$ cat config.mk
export PLATFORM = sky130hd
export DESIGN_NAME = serdes_frame_aligner
export DESIGN_NICKNAME = d
export VERILOG_FILES = /design/src/rtl/serdes_frame_aligner.sv
export SDC_FILE = /design/constraint.sdc
export NUM_CORES = 1
export LEC_CHECK = 0
export CAP_MARGIN = 20
export CORE_UTILIZATION = 54
export DETAILED_ROUTE_END_ITERATION = 8
export PLACE_DENSITY = 0.79
export SYNTH_ARGS = -nofsm -noshare
export SYNTH_HDL_FRONTEND = slang
export SYNTH_SLANG_ARGS = --single-unit
$ cat constraint.sdc
create_clock -name clk -period 4.5 [get_ports clk]
set_clock_uncertainty 0.05 [all_clocks]
set_input_delay 0.9 -clock clk [delete_from_list [all_inputs] [get_ports clk]]
set_output_delay 0.9 -clock clk [all_outputs]
set_load 0.05 [all_outputs]
$ cat src/rtl/serdes_frame_aligner.sv
// Frame aligner: hunts SYNC_WORD at any of 32 bit offsets in the recovered word stream and emits aligned words.
// Optional sync-miss counter is built when SERDES_ALIGN_ERR_CNT_EN is defined.
module serdes_frame_aligner #(
  parameter logic [31:0] SYNC_WORD = 32'hF6F6_2828,
  parameter int unsigned FRAME_LEN = 8,
  parameter int unsigned LOCK_CNT  = 3,
  parameter int unsigned LOSS_CNT  = 2
) (
  input  logic        clk,
  input  logic        rst,
  input  logic [31:0] din,
  input  logic        din_valid,
  output logic [31:0] dout,
  output logic        dout_valid,
  output logic        dout_sof,
  output logic        locked,
  output logic [4:0]  offset,
  output logic [15:0] err_cnt
);

  localparam int unsigned WC_W   = (FRAME_LEN > 1) ? $clog2(FRAME_LEN) : 1;
  localparam int unsigned HIT_W  = $clog2(LOCK_CNT + 1);
  localparam int unsigned MISS_W = $clog2(LOSS_CNT + 1);
  localparam logic [WC_W-1:0]   WC_LAST   = WC_W'(FRAME_LEN - 1);
  localparam logic [HIT_W-1:0]  HITS_LAST = HIT_W'(LOCK_CNT - 1);
  localparam logic [MISS_W-1:0] MISS_LAST = MISS_W'(LOSS_CNT - 1);

  typedef enum logic [1:0] {HUNT, CONFIRM, LOCKED} state_t;

  state_t              state_q, state_d;
  logic [31:0]         prev_q, prev_d;
  logic                prev_ok_q, prev_ok_d;
  logic [WC_W-1:0]     wc_q, wc_d, wc_next;
  logic [HIT_W-1:0]    hits_q, hits_d;
  logic [MISS_W-1:0]   miss_q, miss_d;
  logic [4:0]          offset_q, offset_d;
  logic [31:0]         dout_q, dout_d;
  logic                dout_valid_q, dout_valid_d;
  logic                sof_q, sof_d;

  logic [63:0]         win;
  logic [31:0]         cand_off;
  logic                boundary;
  logic                sync_ok;
  logic                hunt_hit;
  logic [4:0]          hunt_k;

  assign win      = {prev_q, din};
  assign cand_off = win[offset_q +: 32];
  assign boundary = (wc_q == '0);
  assign sync_ok  = (cand_off == SYNC_WORD);
  assign wc_next  = (wc_q == WC_LAST) ? '0 : wc_q + WC_W'(1);

  // Lowest matching offset wins.
  always_comb begin
    hunt_hit = 1'b0;
    hunt_k   = '0;
    for (int unsigned k = 0; k < 32; k++) begin
      if (!hunt_hit && win[k +: 32] == SYNC_WORD) begin
        hunt_hit = 1'b1;
        hunt_k   = 5'(k);
      end
    end
  end

  always_comb begin
    state_d      = state_q;
    prev_d       = prev_q;
    prev_ok_d    = prev_ok_q;
    wc_d         = wc_q;
    hits_d       = hits_q;
    miss_d       = miss_q;
    offset_d     = offset_q;
    dout_d       = dout_q;
    dout_valid_d = 1'b0;
    sof_d        = 1'b0;
    if (din_valid) begin
      prev_d    = din;
      prev_ok_d = 1'b1;
      if (prev_ok_q) begin
        case (state_q)
          HUNT: begin
            if (hunt_hit) begin
              offset_d = hunt_k;
              wc_d     = WC_W'(1);
              hits_d   = HIT_W'(1);
              miss_d   = '0;
              if (LOCK_CNT == 1) begin
                state_d      = LOCKED;
                dout_d       = win[hunt_k +: 32];
                dout_valid_d = 1'b1;
                sof_d        = 1'b1;
              end else begin
                state_d = CONFIRM;
              end
            end
          end
          CONFIRM: begin
            wc_d = wc_next;
            if (boundary) begin
              if (sync_ok) begin
                hits_d = hits_q + HIT_W'(1);
                if (hits_q == HITS_LAST) begin
                  state_d      = LOCKED;
                  miss_d       = '0;
                  dout_d       = cand_off;
                  dout_valid_d = 1'b1;
                  sof_d        = 1'b1;
                end
              end else begin
                state_d = HUNT;
                hits_d  = '0;
              end
            end
          end
          LOCKED: begin
            wc_d = wc_next;
            if (boundary && !sync_ok && miss_q == MISS_LAST) begin
              // Losing word is swallowed; dout keeps its last value.
              state_d = HUNT;
              miss_d  = '0;
              hits_d  = '0;
            end else begin
              if (boundary) miss_d = sync_ok ? '0 : miss_q + MISS_W'(1);
              dout_d       = cand_off;
              dout_valid_d = 1'b1;
              sof_d        = boundary;
            end
          end
          default: state_d = HUNT;
        endcase
      end
    end
  end

  always_ff @(posedge clk) begin
    if (!rst) begin
      state_q      <= HUNT;
      prev_q       <= '0;
      prev_ok_q    <= 1'b0;
      wc_q         <= '0;
      hits_q       <= '0;
      miss_q       <= '0;
      offset_q     <= '0;
      dout_q       <= '0;
      dout_valid_q <= 1'b0;
      sof_q        <= 1'b0;
    end else begin
      state_q      <= state_d;
      prev_q       <= prev_d;
      prev_ok_q    <= prev_ok_d;
      wc_q         <= wc_d;
      hits_q       <= hits_d;
      miss_q       <= miss_d;
      offset_q     <= offset_d;
      dout_q       <= dout_d;
      dout_valid_q <= dout_valid_d;
      sof_q        <= sof_d;
    end
  end

  assign dout       = dout_q;
  assign dout_valid = dout_valid_q;
  assign dout_sof   = sof_q;
  assign locked     = (state_q == LOCKED);
  assign offset     = offset_q;

`ifdef SERDES_ALIGN_ERR_CNT_EN
  logic        err_inc;
  logic [15:0] err_q;

  assign err_inc = din_valid && prev_ok_q && (state_q == LOCKED) && boundary && !sync_ok;

  always_ff @(posedge clk) begin
    if (!rst)                        err_q <= '0;
    else if (err_inc && err_q != '1) err_q <= err_q + 16'd1;
  end

  assign err_cnt = err_q;
`else
  assign err_cnt = '0;
`endif

endmodule

# [Yosys cells after proc, flatten, opt, wreduce, memory -nomap -nowiden]
# Index checks and enable logic that the tools add are counted.
[word_totals] register_bits=81 in_bits=35 word_cells=233 out_inout_bits=56
[classes] n_reduce_logical=78 n_mux=95 eq_ne=46 n_shift=1 add_sub_neg=3
[op_table] op="$eq A32 B32 Y1 const B" n=33
[op_table] op="$mux W5" n=30
[op_table] op="$mux W32" n=4
[op_table] op="$pmux W32 S2" n=1
[op_table] op="$shiftx A64 B6 Y32" n=1
[op_table] op="$mux W1" n=38
[op_table] op="$logic_and A1 B1 Y1" n=33
[op_table] op="$logic_not A1 Y1" n=32
[op_table] op="$mux W2" n=14
[op_table] op="$pmux W2 S3" n=3
[op_table] op="$reduce_and A6 Y1" n=2
[op_table] op="$ne A2 B2 Y1 const B" n=5
[op_table] op="$reduce_and A4 Y1" n=2
[op_table] op="$reduce_and A8 Y1" n=1
[op_table] op="$reduce_and A7 Y1" n=1
[op_table] op="$mux W3" n=2
[op_table] op="$pmux W3 S2" n=1
[op_table] op="$add A2 B1 Y2 const B" n=2
[op_table] op="$eq A2 B1 Y1 const B" n=2
[op_table] op="$eq A2 B2 Y1 const B" n=2
[op_table] op="$pmux W1 S2" n=2
[op_table] op="$reduce_bool A2 Y1" n=2
[op_table] op="$add A3 B1 Y3 const B" n=1
[op_table] op="$eq A3 B3 Y1 const B" n=1
[op_table] op="other kinds (8)" n=8

# [Longest topological paths before layout]
[logic_depth] word_depth=97 depth_mapped=19 depth_no_buf=10

# [Least setup slack after synthesis]
# Ideal clock, no wire load.
[synth_timing] path_type="input port to flip-flop" startpoint="input din[26]" endpoint="register dout_q[11], in the netlist dout[11]" n_path_buf=2 stages=12 path_slack_ps=119 setup_ps=122 arrival_time_ps=4209 t_required_ps=4328 path_cell_list="clkbuf_1 > mux4_1 > a22oi_1 > nor2_1 > or4_1 > or4b_1 > nor4_1 > nand4_1 > or3_1 > a21boi_0 > clkbuf_1 > o311a_1"
[synth_between] elab_chain_len=7 elab_cells_between_ends=13 cone_classes="3 x eq/ne; 1 x shift; 5 x mux; 4 x reduce/logical"
[synth_rtl] item="start: declaration" line="11" rtl="input logic [31:0] din,"
[synth_rtl] item="$shiftx A64 B6 Y32 *" line="49" rtl="assign cand_off = win[offset_q +: 32];"
[synth_rtl] item="$eq A32 B32 Y1" line="51" rtl="assign sync_ok = (cand_off == SYNC_WORD);"
[synth_rtl] item="$logic_not A1 Y1" line="118" rtl="if (boundary && !sync_ok && miss_q == MISS_LAST) begin"
[synth_rtl] item="$logic_and A1 B1 Y1 (2 in series)" line="118"
[synth_rtl] item="$ne A2 B2 Y1 (no source line)"
[synth_rtl] item="$reduce_and A7 Y1 (no source line)"
[synth_rtl] item="end signal: assignment" line="156" rtl="dout_q <= dout_d;"
[synth_rtl] item="end: declaration" line="37" rtl="logic [31:0] dout_q, dout_d;"
# Mark *: on every way between the ends. The rest lies on a longest branch, timed or not. The select of a mux whose other input is x is not followed.
# A chain may end at the register's enable or synchronous reset.

# [Worst setup path after layout]
[layout_timing] startpoint="input din[28]" endpoint="register dout_q[9], in the netlist dout[9]"
# The elaborated chain is that of the path after synthesis.

==> results_dict.tcl <==
set metrics [dict create \
    status "finished clean" \
    final.setup.tns_ns 0 \
    setup_viol 0 \
    die_h_microns 138 \
    cts_root_buf "clkbuf_16" \
    core_region_area_sq_um 18000 \
    first_pass_iters 7 \
    num_vias 11900 \
    ir_drop_mv 0.182 \
    grt_pass1_wl_mm 68.2 \
    cts_max_level 3 \
    cp-end-kind "flip-flop" \
    yosysTopAreaCellShare_pct 16.1 \
    worstPathArrival_ns 4.70 \
    fmax_mhz 223 \
    syn-instance-count 1166 \
    dr.first_iter.drc_count 1616 \
    critPathLaunchType "input pin" \
    cap_violations 0 \
    finalMaxSlewViolations 0 \
    cpPeakStageDelay_ns 0.54 \
    synth-seq-cells 80 \
    tightestPinTransition_ns 0.898 \
    power.density_nw_per_um2 168 \
    leakagePower_nw 4.67 \
    synth_top_flop_cell "dfxtp_1" \
    grt_antenna_before_repair 3 \
    syn-cell-area_sq_um 9930 \
    fillers 1439 \
    power.switching_w 0.000732 \
    cts.sinks 80 \
    p_clk_share_pct 36.8 \
    finalNonFillerCells 1591 \
    crit_buf_inv 6 \
    io_pins 91 \
    hold_buffers 0 \
    postRouteAntennaNets 0 \
    grt.overflow.total 0 \
    path_common_cell "buf_4" \
    hold_viol_final 0 \
    gp_congestion 1.04 \
    drive_above_1_share_pct 31.3 \
    nets 1400 \
    pwr-share-comb_pct 27.4 \
    die_x_microns 138 \
    die_area_sq_um 18900 \
    route.detailed.drc 0 \
    ys_top_cells_by_count "105 x nor2_1, 100 x mux2i_1, 80 x clkbuf_1, 80 x dfxtp_1, 72 x nand2_1" \
    viasPerCell 7.48 \
    hpwl_mm 34.4 \
    multi_input_area_sq_um 7760 \
    dpl.cell_count 1562 \
    synth_top_area_cell "dfxtp_1" \
    area_growth_pct 27.6 \
    synth-edff-count 0 \
    critPathSlowestCell "or4b_1" \
    criticalPathCategory "in -> reg" \
    clk_latency_ns 0.37 \
    path_cells "clkdlybuf4s50_1, buf_6, mux2_2, a22oi_2, buf_4, o22ai_1, nor4_2, buf_4, nand3_1, or4b_1, or2_4, o31ai_4, buf_6, buf_4, nor3_1, a211oi_1" \
    totalPowerFinal_w 0.00213 \
    relSlewSlack_pct 39.9 \
    grt_pass1_vias 11000 \
    p_int_w 0.00140 \
    crit_family "simple AND/OR/NAND/NOR gates" \
    finalCriticalPeriod_ns 4.48 \
    ys_warn_count 0 \
    synth-seq-area-share_pct 16.1 \
    cts_tree "done" \
    fin_crit_sh_pct 99.5 \
    io_buffers 74 \
    yosysUniqueCellTypes 89 \
    grt_start_max_net_pins 41 \
    regArea_sq_um 1610 \
    rows 49 \
    syn_area_per_cell_sq_um 8.51 \
    async_flop_share_pct 0 \
    drt_wl_total_mm 46.9 \
    start_util_pct 55.3 \
    numCtsBuffers 9 \
    yosys-top-cells-area "dfxtp_1 16%, mux4_2 13%, mux2i_1 10%" \
    clk_path_buf_depth 2 \
    wl_per_cell_microns 29.5 \
    switching_share_pct 34.3 \
    grt.total_usage_pct 49.7 \
    path_clk_slew_ns 0.07 \
    yosysMostFrequentCell "nor2_1" \
    hp-class "reg -> reg" \
    seq_power_share_pct 35.8 \
    required_ns 4.72 \
    worstPathMaxFanout 20 \
]
## final cells by class
type	instances	area share, %
clock inverters	7	0.593
multi-input cells	939	61.2
inverters	19	0.563
flip-flops and latches	80	12.7
repair buffers	307	20.8
clock buffers	9	1.78
well taps	229	2.26
diodes	1	0.0198
## timing repair
action | CTS | global route
gates cloned | 0 | 4
setup endpoints to repair | 41 | 46
resized for setup | 14 | 55
pin swaps | 3 | 12
buffers inserted | 0 | 8
## through the flow
step	instance area [sq um]	hold slack, ns	worst slack, ns	util (%)
floorplan	9980	0.378	0.119	-
global placement	12000	0.392	-0.654	66.9
detailed placement	12000	0.418	-0.591	66.9
CTS	12400	0.433	0.00496	68.9
global route	12700	0.471	-0.0717	70.5
finish	12700	0.427	0.0208	70.5
## flip-flops by register name, summed over array words and instances (netlist names)
name / count
dout: 32
dout_sof: 1
prev_ok_q: 1
state_q: 2
dout_valid: 1
offset: 5
miss_q: 2
prev_q: 31
wc_q: 3
hits_q: 2
## layer usage
metal | wire length, microns | GRT usage, %
met5 | 49 | 1.39
met4 | 4550 | 38.2
met3 | 5900 | 16.7
met2 | 20400 | 75.9
met1 | 16000 | 57.2
## final timing paths
check        slack [ns]         to  depth (start not counted)       from
max                0.02    dout[9]                         16    din[28]
min                0.43  miss_q[0]                          1  miss_q[0]
max reg2reg        0.12    dout[9]                         15  offset[1]
min reg2reg        0.43  miss_q[0]                          1  miss_q[0]
## power by group through the flow
stage | sequential (W) | clock (W) | combinational [W]
4_1_cts | 0.000759 | 0.000780 | 0.000539
2_1_floorplan | 0.000756 | 0 | 0.000308
5_1_grt | 0.000764 | 0.000816 | 0.000595
3_5_place_dp | 0.000775 | 0 | 0.000535
6_report | 0.000764 | 0.000785 | 0.000584
3_3_place_gp | 0.000775 | 0 | 0.000533
## cells by family (layout without fill, tap and decap cells)
logic type               Yosys count  count (layout)  synth area share (%)
flip-flops                        80              80                  16.1
adder cells (fa/ha/maj)            9               9                  1.13
multiplexers                     203             203                  28.9
AND/OR/NAND/NOR                  503             504                  29.4
other                              1              17                0.0378
AO/OA/AOI/OAI                    207             207                  16.0
buffers and inverters            163             342                  8.42
## layout by cell type, fill, tap and decap left out, types with 7 or more instances in the layout
cell type        Yosys  routed
nand2_1             72      71
nor3_1              42      41
nand4b_1            22      22
and3_1               8       8
a211oi_1            31      30
and2_1               7       7
buf_12               3       9
mux2i_1            100      96
nor3b_1             12      11
o22ai_1             37      36
buf_4               24     215
inv_1               14      14
or3_1               16      15
nand3_1             31      28
mux4_2              57      61
a22oi_1             15      12
buf_6                6       7
nor2_1             105     105
nor4b_1             17      14
clkdlybuf4s50_1      0      64
nor4bb_1            12      12
mux2_2              40      40
ha_1                 9       9
o311a_1             11      11
nand4_1             26      26
clkbuf_16            0       9
o21ai_0             18      15
a21oi_1             14      14
conb_1               1      16
nand2b_1            30      30
dfxtp_1             80      76
nor2b_1             24      24
dlymetal6s2s_1       0       8
nor4_1              28      23
Power figures use the tool's default switching activity.
